### src/rtl/seq_mult_pkg.sv
// Shared types for the sequential shift-add multiplier.
// The 2*WIDTH accumulator type depends on the WIDTH parameter, so it is declared inside the top module.
package seq_mult_pkg;

    typedef enum logic [1:0] {
        IDLE = 2'd0,
        CALC = 2'd1,
        SIGN = 2'd2
    } state_t;

endpackage

### src/rtl/seq_mult_absneg.sv
// Combinational conditional negate.
// abs_mode=1: take the magnitude of x when en=1. abs_mode=0: negate x whenever en=1.
module seq_mult_absneg #(
    parameter int W = 8
) (
    input  logic [W-1:0] x,
    input  logic         en,
    input  logic         abs_mode,
    output logic [W-1:0] y
);

    logic do_negate;

    always_comb begin
        do_negate = en && (!abs_mode || x[W-1]);
        y         = do_negate ? -x : x;
    end

endmodule

### src/rtl/seq_multiplier_param.sv
// Parametrised shift-add sequential multiplier with start/busy/done handshake and synchronous abort.
// Optional macro SEQ_MULT_EARLY_EXIT_EN ends CALC once the remaining multiplier magnitude is zero.
module seq_multiplier_param
    import seq_mult_pkg::*;
#(
    parameter int WIDTH = 8,
    parameter int CNT_W = $clog2(WIDTH + 1)
) (
    input  logic               clk,
    input  logic               reset_n,
    input  logic               start,
    input  logic               abort,
    input  logic               signed_mode,
    input  logic [WIDTH-1:0]   multiplier,
    input  logic [WIDTH-1:0]   multiplicand,
    output logic [2*WIDTH-1:0] product,
    output logic               busy,
    output logic               done
);

    typedef logic [2*WIDTH-1:0] acc_t;

    state_t             state_q, state_d;
    logic [CNT_W-1:0]   cnt_q, cnt_d;
    logic [WIDTH-1:0]   mplr_q, mplr_d;
    acc_t               mcand_q, mcand_d;
    acc_t               acc_q, acc_d;
    logic               neg_q, neg_d;
    acc_t               product_q, product_d;
    logic               busy_q, busy_d;
    logic               done_q, done_d;

    logic [WIDTH-1:0]   mag_a, mag_b;
    acc_t               signed_acc;
    logic [WIDTH-1:0]   mplr_next;
    logic               last_iter;

    seq_mult_absneg #(.W(WIDTH)) u_abs_a (
        .x(multiplier), .en(signed_mode), .abs_mode(1'b1), .y(mag_a)
    );

    seq_mult_absneg #(.W(WIDTH)) u_abs_b (
        .x(multiplicand), .en(signed_mode), .abs_mode(1'b1), .y(mag_b)
    );

    seq_mult_absneg #(.W(2*WIDTH)) u_neg_res (
        .x(acc_q), .en(neg_q), .abs_mode(1'b0), .y(signed_acc)
    );

    always_comb begin
        state_d   = state_q;
        cnt_d     = cnt_q;
        mplr_d    = mplr_q;
        mcand_d   = mcand_q;
        acc_d     = acc_q;
        neg_d     = neg_q;
        product_d = product_q;
        busy_d    = busy_q;
        done_d    = 1'b0;
        mplr_next = mplr_q >> 1;
`ifdef SEQ_MULT_EARLY_EXIT_EN
        last_iter = (cnt_q == CNT_W'(1)) || (mplr_next == '0);
`else
        last_iter = (cnt_q == CNT_W'(1));
`endif

        case (state_q)
            IDLE: begin
                // start has priority over abort here: abort only cancels in-flight work
                if (start) begin
                    mplr_d    = mag_a;
                    mcand_d   = acc_t'(mag_b);
                    neg_d     = signed_mode && (multiplier[WIDTH-1] ^ multiplicand[WIDTH-1]);
                    acc_d     = '0;
                    cnt_d     = CNT_W'(WIDTH);
                    product_d = '0;
                    busy_d    = 1'b1;
                    state_d   = CALC;
                end
            end
            CALC: begin
                if (abort) begin
                    product_d = '0;
                    busy_d    = 1'b0;
                    state_d   = IDLE;
                end else begin
                    if (mplr_q[0]) begin
                        acc_d = acc_q + mcand_q;
                    end
                    mplr_d  = mplr_next;
                    mcand_d = mcand_q << 1;
                    cnt_d   = cnt_q - CNT_W'(1);
                    if (last_iter) begin
                        state_d = SIGN;
                    end
                end
            end
            SIGN: begin
                busy_d  = 1'b0;
                state_d = IDLE;
                if (abort) begin
                    product_d = '0;
                end else begin
                    product_d = signed_acc;
                    done_d    = 1'b1;
                end
            end
            default: begin
                busy_d  = 1'b0;
                state_d = IDLE;
            end
        endcase
    end

    always_ff @(posedge clk or negedge reset_n) begin
        if (!reset_n) begin
            state_q   <= IDLE;
            cnt_q     <= '0;
            mplr_q    <= '0;
            mcand_q   <= '0;
            acc_q     <= '0;
            neg_q     <= 1'b0;
            product_q <= '0;
            busy_q    <= 1'b0;
            done_q    <= 1'b0;
        end else begin
            state_q   <= state_d;
            cnt_q     <= cnt_d;
            mplr_q    <= mplr_d;
            mcand_q   <= mcand_d;
            acc_q     <= acc_d;
            neg_q     <= neg_d;
            product_q <= product_d;
            busy_q    <= busy_d;
            done_q    <= done_d;
        end
    end

    assign product = product_q;
    assign busy    = busy_q;
    assign done    = done_q;

endmodule

### config.mk
export PLATFORM = sky130hd
export DESIGN_NAME = seq_multiplier_param
export DESIGN_NICKNAME = d
export VERILOG_FILES = /design/src/rtl/seq_mult_pkg.sv /design/src/rtl/seq_mult_absneg.sv /design/src/rtl/seq_multiplier_param.sv
export SDC_FILE = /design/constraint.sdc
export NUM_CORES = 1
export LEC_CHECK = 0
export ABC_AREA = 1
export BUFFER_PORTS_ARGS = -buffer_cell sky130_fd_sc_hd__buf_2
export CAP_MARGIN = 5
export CORE_MARGIN = 2
export CORE_UTILIZATION = 40
export CTS_CLUSTER_SIZE = 14
export DETAILED_ROUTE_END_ITERATION = 10
export HOLD_SLACK_MARGIN = 0.1
export SYNTH_ARGS = -nofsm -noshare
export SYNTH_HDL_FRONTEND = slang
export SYNTH_SLANG_ARGS = --single-unit
### constraint.sdc
create_clock -name clk -period 3.3 [get_ports clk]
set_input_delay 0.33 -clock clk [delete_from_list [all_inputs] [get_ports clk]]
set_output_delay 0.33 -clock clk [all_outputs]
set_load 0.005 [all_outputs]
# Word-level counts from Yosys, hierarchy flattened
# Index checks and enable logic that the tools add are counted.
dict set report word_totals {
  out_inout_bits 18
  inputBits 21
  reg_bits 65
}
dict set report classes {
  muxes 28
  add_sub_neg 5
  eq_ne 8
  n_reduce_logical 12
  n_bitwise 1
}
# cell n
set op_table {}
lappend op_table {{two-way mux 16 bit} 8}
lappend op_table {{case mux 16 bit (2 select lines)} 2}
lappend op_table {{case mux 16 bit (3 select lines)} 1}
lappend op_table {{two-way mux 8 bit} 4}
lappend op_table {{adder 16 bit} 1}
lappend op_table {{negation 16 bit} 1}
lappend op_table {{negation 8 bit} 2}
lappend op_table {{case mux 8 bit (2 select lines)} 1}
lappend op_table {{two-way mux 4 bit} 2}
lappend op_table {{!= test 2 bit (second input constant)} 4}
lappend op_table {{case mux 4 bit (2 select lines)} 1}
lappend op_table {{two-way mux 2 bit} 3}
lappend op_table {{AND reduction 2 bit} 3}
lappend op_table {{AND reduction 3 bit} 2}
lappend op_table {{== test 4 x 1 -> 1 bit (second input constant)} 1}
lappend op_table {{two-way mux 1 bit} 4}
lappend op_table {{case mux 2 bit (2 select lines)} 1}
lappend op_table {{AND reduction 4 bit} 1}
lappend op_table {{subtractor 4 x 1 -> 4 bit (second input constant)} 1}
lappend op_table {{logical AND 1 bit} 3}
lappend op_table {{!= test 3 bit (second input constant)} 1}
lappend op_table {{nonzero test 3 bit} 1}
lappend op_table {{== test 2 x 1 -> 1 bit (second input constant)} 1}
lappend op_table {{== test 2 bit (second input constant)} 1}
lappend op_table {{other kinds (4)} 4}

# Depth between registers and ports, before layout
dict set report depth {
  depth_word 4
  depth_mapped 11
  depth_no_buf 11
}

# Modules after synthesis
# A second synthesis with hierarchy kept.
dict set report unflattened {
  cells_unflattened 647
  hier_area_um2 4509.3
}
# module cells_per_inst instances area_each_um2
set by_module_without_submodules {}
lappend by_module_without_submodules {seq_multiplier_param 473 1 3633.5}
lappend by_module_without_submodules {{seq_mult_absneg at u_neg_res} 94 1 465.4}
lappend by_module_without_submodules {{seq_mult_absneg at u_abs_a ...} 40 2 205.2}

# Worst setup path after synthesis
# OpenSTA, ideal clock, no wires.
dict set report synth_path {
  kind {reg-to-reg}
  from {register mcand_q[0]}
  to {register acc_q[12]}
  synth_period_minus_slack_ps 1588
  path_stages_with_launch 12
  setup_ps 118
  path_buffers 0
  path_slack_ps 1712
  t_arrival_ps 1470
  cell_sequence {dfrtp_1 -> ha_1 -> inv_1 -> fa_1 -> inv_1 -> nand3_1 -> nand3_1 -> nand3_1 -> nand3_1 -> nand2_1 -> nand3_1 -> nand2_1}
}
dict set report synth_via {
  elab_chain_cells 4
}
# element line_no
set synth_lines {}
lappend synth_lines {{from (decl)} seq_multiplier_param.sv:26} ;# acc_t mcand_q, mcand_d;
lappend synth_lines {{from (signal assigned)} seq_multiplier_param.sv:130} ;# mcand_q <= mcand_d;
lappend synth_lines {{adder 16 bit} seq_multiplier_param.sv:88} ;# acc_d = acc_q + mcand_q;
lappend synth_lines {{two-way mux 16 bit} seq_multiplier_param.sv:87} ;# if (mplr_q[0]) begin
lappend synth_lines {{two-way mux 16 bit} seq_multiplier_param.sv:82} ;# if (abort) begin
lappend synth_lines {{case mux 16 bit (2 select lines)} seq_multiplier_param.sv:67} ;# case (state_q)
lappend synth_lines {{to (signal assigned)} seq_multiplier_param.sv:121} ;# acc_q <= '0;
lappend synth_lines {{to (signal assigned)} seq_multiplier_param.sv:131} ;# acc_q <= acc_d;
lappend synth_lines {{to (decl)} seq_multiplier_param.sv:27} ;# acc_t acc_q, acc_d;
# Every way passes these cells. The select of a mux whose other input is x is not followed.
# A chain may end at the register's enable or synchronous reset.

# Worst setup path in the final report
dict set report layout_path {
  from {register state_q[0]}
  to {register mcand_q[2]}
}
dict set report layout_via {
  elab_chain_cells 3
  elab_cells_between_ends 7
  classes_between {eq/ne (3); mux (1); reduce/logical (3)}
}
# element line_no
set layout_lines {}
lappend layout_lines {{from (decl)} seq_multiplier_param.sv:23} ;# state_t state_q, state_d;
lappend layout_lines {{from (signal assigned)} seq_multiplier_param.sv:127} ;# state_q <= state_d;
lappend layout_lines {{== test 2 x 1 -> 1 bit / logical NOT 2 bit (equally long branches)} seq_multiplier_param.sv:67}
lappend layout_lines {{!= test 2 bit (no line) / nonzero test 2 bit (equally long branches)} --}
lappend layout_lines {{AND reduction 3 bit (no line)} --}
# Parallel ways exist; a longest one is shown, timed or not.

==> impl_metrics.json <==
{
  "cts_tree": "built",
  "synth_edf_count": 0,
  "cts_root_buf": "clkbuf_8",
  "ys.flop_type": "dfrtp_1",
  "finalClockSkew_ns": 0.01358,
  "busiest_layer": "met2",
  "worst_slew_pin_slew_ns": 0.7654,
  "post-cts-setup-buffers": 0,
  "p_leak_nw": 2.583,
  "die_w_um": 106.5,
  "nNetsFinal": 687,
  "max_freq_ghz": 0.4637,
  "grt-ovfl-total": 0,
  "yosysSeqAreaShare_pct": 38.71,
  "fin_crit_sh_pct": 65.35,
  "place_area_um2": 4519,
  "grtUsageMet1_pct": 26.02,
  "ys_ff_latch": 65,
  "p_per_area_nw_per_um2": 766.2,
  "antenna_found_initial": 0,
  "ant_nets": 0,
  "rsz0062_at_grt": "false",
  "ios": 39,
  "diodes": 0,
  "dpl.hpwl_um": 7528,
  "dr.pass1.iters": 4,
  "grt_max_degree": 34,
  "regArea_um2": 1627,
  "routed_wl_um": 9891,
  "cts_sinks": 65,
  "worstSkewPairLatency_ns": 0.36,
  "vias_per_cell": 4.870,
  "min_path_type": "in2reg",
  "numPortBuffers": 38,
  "use_met3_pct": 3.556,
  "yosysWarnings": 0,
  "synthDominantCellAreaShare_pct": 38.71,
  "multi_input_area_um2": 2183,
  "crit_fanout": 24,
  "async_flop_share_pct": 100.0,
  "setup_viol_count_final": 0,
  "synth_area_um2": 4202,
  "gp_congestion": 0.8881,
  "drc": 0,
  "arrival_ns": 2.39,
  "fp.coreArea_um2": 10280,
  "use_met2_pct": 30.04,
  "grt_pass1_wl_um": 17090,
  "endpoint_kind": "register",
  "num_vias": 3828,
  "outcome": "complete, no violations",
  "min_period_ns": 2.157,
  "drt_iter0_drc": 107,
  "initial_utilization_pct": 40.88,
  "peakVddDrop_v": 0.0004024,
  "cts_buffers": 9,
  "synth_cell_types": 32,
  "die_h_um": 106.5,
  "first_global_vias": 3595,
  "fin_setup_tns_ns": 0,
  "drive_gt1_share_pct": 10.77,
  "fill_cells": 1097,
  "wl_per_cell_um": 12.58,
  "synth_nets": 646,
  "fin_util_pct": 46.06,
  "required_ns": 3.53,
  "final_cell_area_um2": 4733,
  "clk_pin_slew_ns": 0.09,
  "synthCells": 604,
  "cap_viol_max_count": 0,
  "clock_path_buffers": 2,
  "die-area_um2": 11340,
  "ctsHoldBuffers": 1,
  "rows": 37,
  "postSynthAreaPerCell_um2": 6.956,
  "grt.total_usage_pct": 18.80,
  "ctsResizeCount": 0,
  "whs_ns": 0.2443,
  "final_cells": 786,
  "critPathKind": "reg2reg",
  "drv_slew": 0,
  "rrSetupSlack_ns": 1.14,
  "synth_area_leaders": "dfrtp_1, nand2_1, inv_1",
  "hold_viol": 0,
  "dp.cells": 769,
  "h-tree-depth": 3,
  "syn_to_final_growth_pct": 12.66,
  "start_kind": "register",
  "synth_top_cell_by_area": "dfrtp_1",
  "relSlewSlack_pct": 48.97
}
==> sequential cells by signal (all words and copies together), names as in the netlist <==
name     count
mplr_q       8
product     16
state_q      2
mcand_q     16
done         1
cnt_q        4
acc_q       16
busy         1
neg_q        1
==> cell families (layout without fill, tap and decap cells) <==
group / after synthesis / in the layout / share of synthesized area (%)
and+or+nand+nor: 308 / 308 / 31.03
AOI/OAI and AO/OA: 107 / 107 / 13.88
adders and majority gates: 21 / 21 / 6.432
buffers and inverters: 100 / 146 / 9.321
DFF: 65 / 65 / 38.71
xor gates and xnor gates: 3 / 3 / 0.6255
==> critical path: stages, from the launching register on <==
cell and delay, ns:
dfrtp_1 0.44, nand2_2 0.45, clkinv_1 0.56, a21oi_1 0.26, o21ai_0 0.12, o211ai_1 0.09, o21ai_0 0.10
==> cell type report <==
class                      count  share of cell area [%]
multi-input combinational    439                   46.13
sequential                    65                   34.36
inverter                      89                   7.058
timing repair buffer          41                   4.547
tap                          136                   3.595
clock buffer                  10                   2.908
clock inverter                 6                   1.401
==> worst paths after layout <==
| kind | start | end | depth (start not counted) |
|---|---|---|---|
| worst min-delay path | multiplier[7] | mplr_q[7]$_DFFE_PN0P_ | 3 |
| worst max-delay path | state_q[0]$_DFFE_PN0P_ | mcand_q[2]$_DFFE_PN0P_ | 6 |
| min in group asynchronous | reset_n | acc_q[15]$_DFFE_PN0P_ | 2 |
| max in group asynchronous | reset_n | acc_q[5]$_DFFE_PN0P_ | 3 |
| worst max register to register | state_q[0]$_DFFE_PN0P_ | mcand_q[2]$_DFFE_PN0P_ | 6 |
| worst min register to register | product[4]$_DFFE_PN0P_ | product[4]$_DFFE_PN0P_ | 2 |
==> power by group <==
part | switching [W] | internal, W
logic | 0.00112 | 0.000558
registers | 0.000213 | 0.00102
clock network | 0.000347 | 0.000371
==> stage by stage <==
step	total power, W	setup slack, ns
3_3_place_gp	0.002888	1.226
3_5_place_dp	0.002928	1.155
4_1_cts	0.003654	1.126
6_report	0.003627	1.143
2_1_floorplan	0.002510	1.712
5_1_grt	0.003987	0.8746
==> layout by cell type, fill, tap and decap left out, types with 4 or more instances in the layout <==
cell	count
clkbuf_8	10
buf_2	38
nand2_1	200
o21ai_0	52
dfrtp_1	65
inv_1	82
nor2_1	33
a21oi_1	34
o31ai_1	6
inv_2	5
o22ai_1	4
nor3_1	7
ha_1	20
nand4_1	8
nand3_1	47
o211ai_1	8
==> synthesized netlist by cell type (7+ instances only) <==
cell type,count
dfrtp_1,65
o211ai_1,8
o21ai_0,52
inv_1,82
ha_1,20
nand3_1,47
buf_2,7
nand4_1,8
nand2_1,200
nor2_1,33
nor3_1,7
a21oi_1,34
==> layer usage <==
layer | wire length (um) | vias up | share of wire, %
li1 | - | 2034 | -
met1 | 4945 | 1718 | 50
met2 | 4456 | 63 | 45
met3 | 337 | 13 | 3.4
met4 | 152 | 0 | 1.5
met5 | 0 | - | 0
Power figures use the tool's default switching activity.
